**src/rtl/edge_ctrl_pkg.sv**
```systemverilog
// Shared types for the Sobel window sequencer: FSM states, output modes and
// the width of the control bits carried alongside each window coordinate.
package edge_ctrl_pkg;

    typedef enum logic [1:0] {
        IDLE  = 2'd0,
        FILL  = 2'd1,
        RUN   = 2'd2,
        FLUSH = 2'd3
    } state_e;

    typedef enum logic [1:0] {
        MODE_MAG  = 2'd0,
        MODE_GX   = 2'd1,
        MODE_GY   = 2'd2,
        MODE_GRAY = 2'd3
    } mode_e;

    // valid, end-of-line, end-of-frame
    localparam int CTRL_BITS = 3;

endpackage

```
**src/rtl/win_delay_pipe.sv**
```systemverilog
// Fixed-latency shift register that keeps window metadata aligned with the
// kernel result; flush drops in-flight windows by clearing only the MSB (valid).
module win_delay_pipe #(
    parameter int WIDTH = 8,
    parameter int DEPTH = 2
) (
    input  logic             i_clk,
    input  logic             i_rst_n,
    input  logic             i_flush,
    input  logic [WIDTH-1:0] i_data,
    output logic [WIDTH-1:0] o_data
);

    logic [WIDTH-1:0] r_stage [DEPTH];

    // Shift every cycle; the valid bit is masked while a flush is requested.
    always_ff @(posedge i_clk or negedge i_rst_n) begin
        if (!i_rst_n) begin
            for (int k = 0; k < DEPTH; k++) begin
                r_stage[k] <= '0;
            end
        end else begin
            r_stage[0] <= {i_data[WIDTH-1] & ~i_flush, i_data[WIDTH-2:0]};
            for (int k = 1; k < DEPTH; k++) begin
                r_stage[k] <= {r_stage[k-1][WIDTH-1] & ~i_flush, r_stage[k-1][WIDTH-2:0]};
            end
        end
    end

    assign o_data = r_stage[DEPTH-1];

endmodule

```
**src/rtl/edge_window_ctrl.sv**
```systemverilog
// Sequencer for the 3x3 Sobel window: counts pixels per frame, tags interior
// windows with their centre coordinate and delays the tags to kernel latency.
module edge_window_ctrl
    import edge_ctrl_pkg::*;
#(
    parameter int IMG_W = 640,
    parameter int IMG_H = 480,
    parameter int LAT   = 2,
    localparam int CW   = $clog2(IMG_W),
    localparam int RW   = $clog2(IMG_H)
) (
    input  logic          iCLK,
    input  logic          iRST,
    input  logic          iPIX_VAL,
    input  logic          iFRAME_START,
    input  logic [1:0]    iMODE,
    input  logic          iMODE_WR,
    output logic [CW-1:0] oX,
    output logic [RW-1:0] oY,
    output logic          oWIN_VALID,
    output logic [1:0]    oMODE,
    output logic          oLINE_DONE,
    output logic          oFRAME_DONE,
    output logic          oBUSY,
    output logic          oERR
);

    localparam int PW = CTRL_BITS + CW + RW;
    localparam int FW = (LAT > 1) ? $clog2(LAT) : 1;

    state_e        r_state;
    state_e        w_next;
    logic [CW-1:0] r_col;
    logic [RW-1:0] r_row;
    logic [FW-1:0] r_flush_cnt;
    mode_e         r_mode;
    mode_e         r_mode_pend;
    mode_e         w_mode_nxt;
    logic          r_busy;
    logic          w_busy_nxt;
    logic          r_err;

    logic          w_in_frame;
    logic          w_acc;
    logic [CW-1:0] w_col;
    logic [RW-1:0] w_row;
    logic          w_last_col;
    logic          w_last_pix;
    logic          w_interior;
    logic          w_restart;
    logic          w_err_evt;
    logic [PW-1:0] w_pipe_in;
    logic [PW-1:0] w_tap;

    // A frame start re-bases the position so a same-cycle pixel lands on (0,0).
    assign w_in_frame = (r_state == FILL) || (r_state == RUN);
    assign w_acc      = iPIX_VAL & (iFRAME_START | w_in_frame);
    assign w_col      = iFRAME_START ? '0 : r_col;
    assign w_row      = iFRAME_START ? '0 : r_row;
    assign w_last_col = (w_col == CW'(IMG_W - 1));
    assign w_last_pix = w_acc & w_last_col & (w_row == RW'(IMG_H - 1));
    assign w_interior = w_acc & (w_col >= CW'(2)) & (w_row >= RW'(2));
    assign w_restart  = iFRAME_START & (r_state != IDLE);
    assign w_err_evt  = w_restart | (iPIX_VAL & ~iFRAME_START & ~w_in_frame);

    // State register.
    always_ff @(posedge iCLK or negedge iRST) begin
        if (!iRST) begin
            r_state <= IDLE;
        end else begin
            r_state <= w_next;
        end
    end

    // Next-state logic; a frame start always (re)enters FILL.
    always_comb begin
        w_next = r_state;
        if (iFRAME_START) begin
            w_next = FILL;
        end else begin
            case (r_state)
                IDLE:  w_next = IDLE;
                FILL:  w_next = (w_acc && (w_col == CW'(2)) && (w_row == RW'(2))) ? RUN : FILL;
                RUN:   w_next = w_last_pix ? FLUSH : RUN;
                FLUSH: w_next = (r_flush_cnt == FW'(LAT - 1)) ? IDLE : FLUSH;
                default: w_next = IDLE;
            endcase
        end
    end

    // Output decode: busy and the mode latched at an accepted frame start.
    always_comb begin
        w_busy_nxt = (w_next != IDLE);
        if (iFRAME_START) begin
            w_mode_nxt = iMODE_WR ? mode_e'(iMODE) : r_mode_pend;
        end else begin
            w_mode_nxt = r_mode;
        end
    end

    // Pixel position counters; the row never wraps, the last pixel ends the frame.
    always_ff @(posedge iCLK or negedge iRST) begin
        if (!iRST) begin
            r_col <= '0;
            r_row <= '0;
        end else if (w_acc) begin
            if (w_last_pix) begin
                r_col <= '0;
                r_row <= '0;
            end else if (w_last_col) begin
                r_col <= '0;
                r_row <= w_row + RW'(1);
            end else begin
                r_col <= w_col + CW'(1);
                r_row <= w_row;
            end
        end else if (iFRAME_START) begin
            r_col <= '0;
            r_row <= '0;
        end else begin
            r_col <= r_col;
            r_row <= r_row;
        end
    end

    // Control and status registers.
    always_ff @(posedge iCLK or negedge iRST) begin
        if (!iRST) begin
            r_flush_cnt <= '0;
            r_mode_pend <= MODE_MAG;
            r_mode      <= MODE_MAG;
            r_busy      <= 1'b0;
            r_err       <= 1'b0;
        end else begin
            r_flush_cnt <= ((r_state == FLUSH) && (w_next == FLUSH)) ? r_flush_cnt + FW'(1) : '0;
            r_mode_pend <= iMODE_WR ? mode_e'(iMODE) : r_mode_pend;
            r_mode      <= w_mode_nxt;
            r_busy      <= w_busy_nxt;
            r_err       <= r_err | w_err_evt;
        end
    end

    assign w_pipe_in = {w_interior, w_interior & w_last_col, w_interior & w_last_pix,
                        w_col - CW'(1), w_row - RW'(1)};

    win_delay_pipe #(
        .WIDTH (PW),
        .DEPTH (LAT)
    ) u_pipe (
        .i_clk   (iCLK),
        .i_rst_n (iRST),
        .i_flush (w_restart),
        .i_data  (w_pipe_in),
        .o_data  (w_tap)
    );

    // Done flags are qualified by valid so flushed windows cannot raise them.
    assign oWIN_VALID  = w_tap[PW-1];
    assign oLINE_DONE  = w_tap[PW-1] & w_tap[PW-2];
    assign oFRAME_DONE = w_tap[PW-1] & w_tap[PW-3];
    assign oX          = w_tap[RW +: CW];
    assign oY          = w_tap[RW-1:0];
    assign oMODE       = r_mode;
    assign oBUSY       = r_busy;
    assign oERR        = r_err;

endmodule
```
**config.mk**
```make
export PLATFORM = sky130hd
export DESIGN_NAME = edge_window_ctrl
export DESIGN_NICKNAME = d
export VERILOG_FILES = /design/src/rtl/edge_ctrl_pkg.sv /design/src/rtl/win_delay_pipe.sv /design/src/rtl/edge_window_ctrl.sv
export SDC_FILE = /design/constraint.sdc
export NUM_CORES = 1
export LEC_CHECK = 0
export ABC_AREA = 1
export CORE_MARGIN = 2
export CORE_UTILIZATION = 45
export DETAILED_ROUTE_END_ITERATION = 8
export DONT_BUFFER_PORTS = 1
export GPL_ROUTABILITY_DRIVEN = 0
export GPL_TIMING_DRIVEN = 1
export PLACE_DENSITY = 0.64
export SYNTH_ARGS = -nofsm -noshare
export SYNTH_HDL_FRONTEND = slang
export SYNTH_SLANG_ARGS = --single-unit
```
**constraint.sdc**
```tcl
create_clock -name iCLK -period 3.1 [get_ports iCLK]
set_input_delay 0.31 -clock iCLK [delete_from_list [all_inputs] [get_ports iCLK]]
set_output_delay 0.31 -clock iCLK [all_outputs]
set_load 0.05 [all_outputs]
```
==> flow_summary_export.csv <==
group,metric,value,unit
final_layout,diodes,0,
die,fp-row-count,31,
logic_synthesis,avgSynthCellArea,9.46,µm²
route,drcViolationCount,0,
placed_design,hpwl,4.17,mm
route,routedWlPerCell,13.6,µm
critical_path,crit_required,3.32,ns
die,start_util,0.461,
route,via_per_inst,4.87,
clock_network,clk_pin_slew_worst_paths,0.07,ns
logic_synthesis,async_flop_share,1.00,
power,leakagePower,0.00161,µW
sta,period_minus_slack,1.97,ns
clock_network,cts_setup_buffers,0,
critical_path,critPathCaptureType,"flop",
logic_synthesis,ys_seq_elements,72,
sta,final-hold-violation-count,0,
power,power.density,564,mW/mm²
critical_path,cpPeakStageDelay,0.38,ns
critical_path,start_kind,"flop",
route,ant_nets,0,
clock_network,cts_tree,"built",
final_layout,drive_gt1_frac,0.110,
critical_path,crit_top_cell,"nor2_1",
sta,holdWs,0.0283,ns
logic_synthesis,synth-seq-area-share,0.544,
die,die_w,89.8,µm
logic_synthesis,ys.warnings.count,0,
sta,slew_headroom,0.667,
sta,skew,0.00711,ns
critical_path,arrival,2.19,ns
logic_synthesis,ys_top_cells_by_area,"dfrtp_1, nand2_1, xor2_1",
sta,slew_violations,0,
critical_path,path_cells,"inv_1 -> ha_1 -> nor2_1 -> nor2_4 -> nand4_1 -> nor2_1 -> nand2_1 -> o21ai_0 -> a21oi_1",
placed_design,numPortBuffers,0,
clock_network,numCtsBuffers,9,
logic_synthesis,netlist_area,0.00331,mm²
logic_synthesis,synthCells,350,
critical_path,crit_family,"simple AND/OR/NAND/NOR gates",
die,ioPinCount,33,
critical_path,critPathBufInv,1,
run,timing.max_cap.violations,0,
route,dr.pass1.iters,4,
die,core_area,0.00718,mm²
clock_network,cts_root_buf,"clkbuf_8",
logic_synthesis,ys_types,26,
clock_network,cts_max_level,3,
sta,max_freq,0.508,GHz
logic_synthesis,synth_area_leader_cell,"dfrtp_1",
power,ir_drop,0.199,mV
worst_hold_path,hold_depth,1,
route,wirelength,6.06,mm
sta,final.setup.tns,0,ns
placed_design,dp_slack,0.957,ns
worst_hold_path,hold_path.class,"input port to flop",
logic_synthesis,synth_edf_count,0,
global_routing,overflow,0,
global_routing,antenna_found_initial,0,
critical_path,crit_path_top_delay_cell,"dfrtp_1",
logic_synthesis,synthTopCellsByCount,"dfrtp_1, nand2_1, inv_1",
clock_network,clock-sinks,72,
final_layout,num-nets-final,357,
sta,finalSetupViolations,0,
critical_path,worst-path-stages,9,
global_routing,grt_max_degree,73,
sta,worstMarginPinSlew,0.500,ns
die,die_y,89.8,µm
route,first_iter_violations,198,
global_routing,grt_pass1_vias,2215,
status,status,"complete, no violations",
logic_synthesis,yosysMostFrequentCell,"dfrtp_1",
sta,min_period_over_period,0.635,
clock_network,cts_max_path_buffers,2,
critical_path,crit_path_max_fanout,13,
critical_path,reg2regPathDepth,9,
global_routing,grtUsageTotal,0.164,
sta,worst_slack,1.13,ns
final_layout,area_growth,6.39,%
global_routing,grt_pass1_wl,10.6,mm
logic_synthesis,synth_nets,367,
route,dr_total_vias,2164,
final_layout,instances_no_fill,444,
logic_synthesis,ys.flop_type,"dfrtp_1",
die,dieArea,0.00806,mm²
logic_synthesis,yosys.area.top_type_share,0.544,
placed_design,place_inst,426,
clock_network,clk_latency,0.35,ns
sta,grt_setup_unrepaired,"no",
power,design_power_total,1990,µW
critical_path,path_class,"flop to flop",
==> sequential cells by signal, summed over array words and instances (netlist names) <==
register	cells
oMODE	2
oBUSY	1
oERR	1
r_row	9
r_mode_pend	2
u_pipe.r_stage	22
r_col	10
r_flush_cnt	1
u_pipe.o_data	22
r_state	2
==> per-stage QoR <==
step | instance area (µm²) | utilization
after global placement | 3260 | 0.455
final | 3520 | 0.491
after global routing | 3520 | 0.491
after detailed placement | 3260 | 0.455
after CTS | 3520 | 0.491
after floorplan | 3310 | -
==> kinds of logic (layout without fill, tap and decap cells) <==
family                     count (synthesis)  in the layout  share of synthesized area
xor gates and xnor gates                  22             22                     0.0582
adders and majority gates                 10             10                     0.0378
muxes                                      2              2                    0.00680
AOI/OAI and AO/OA                         26             26                     0.0393
and+or+nand+nor                          151            151                      0.211
DFF                                       72             72                      0.544
buffers and inverters                     67             62                      0.102
==> where the power goes <==
group / switching, µW / total (µW) / leakage (µW) / internal, µW
Sequential: 96.9 / 1080 / 0.000816 / 983
Combinational: 66.0 / 96.4 / 0.000691 / 30.5
Clock: 337 / 810 / 0.000106 / 474
Total: 500 / 1990 / 0.00161 / 1490
==> layout make-up <==
type	count	area (µm²)
Fill cell	665	3650
Sequential cell	72	1800
Multi-Input combinational cell	211	1170
Inverter	44	168
Clock buffer	11	141
Tap cell	99	124
Clock inverter	5	80.1
Timing Repair Buffer	2	37.5
==> placed cells by master (no fill, tap or decap), types with 9 or more instances in the layout <==
cell      Yosys  layout
nand3_1      19      19
o21ai_1       9       9
ha_1         10      10
nand2_1      64      64
inv_1        38      38
clkbuf_8      0      10
a21oi_1      10      10
dfrtp_1      72      72
nor2_1       37      37
xor2_1       21      21
==> routing by layer <==
| metal | part of all wire | up-vias | global-route usage |
|---|---|---|---|
| met3 | 0.049 | 16 | 0.0302 |
| met2 | 0.47 | 63 | 0.252 |
| met4 | 0.032 | 0 | 0.106 |
| li1 | - | 1056 | - |
| met5 | 0 | - | 0 |
| met1 | 0.45 | 1029 | 0.215 |
==> timing repair <==
item                      CTS  global route
resized for setup           0             0
hold buffers                2             0
hold endpoints to repair   72             0
==> final timing paths <==
check / endpoint / start / slack [ns]
setup / recovery: r_col[7] / r_state[0] / 1.13
hold / removal: r_state[1] / iFRAME_START / 0.03
setup reg to reg: r_col[7] / r_state[0] / 1.13
hold reg to reg: u_pipe.o_data[18] / u_pipe.r_stage[40] / 0.35
max in group asynchronous: u_pipe.o_data[21] / iRST / 2.31
min in group asynchronous: r_col[5] / iRST / 0.50
==> worst reg2reg max path, delay by kind of cell, from the launching register on <==
kind	cells	cell delay, ns
DFF	1	0.38
and+or+nand+nor	5	0.85
AOI/OAI and AO/OA	2	0.28
adders and majority gates	1	0.28
buffers and inverters	1	0.07
(Power assumes the default switching activity.)
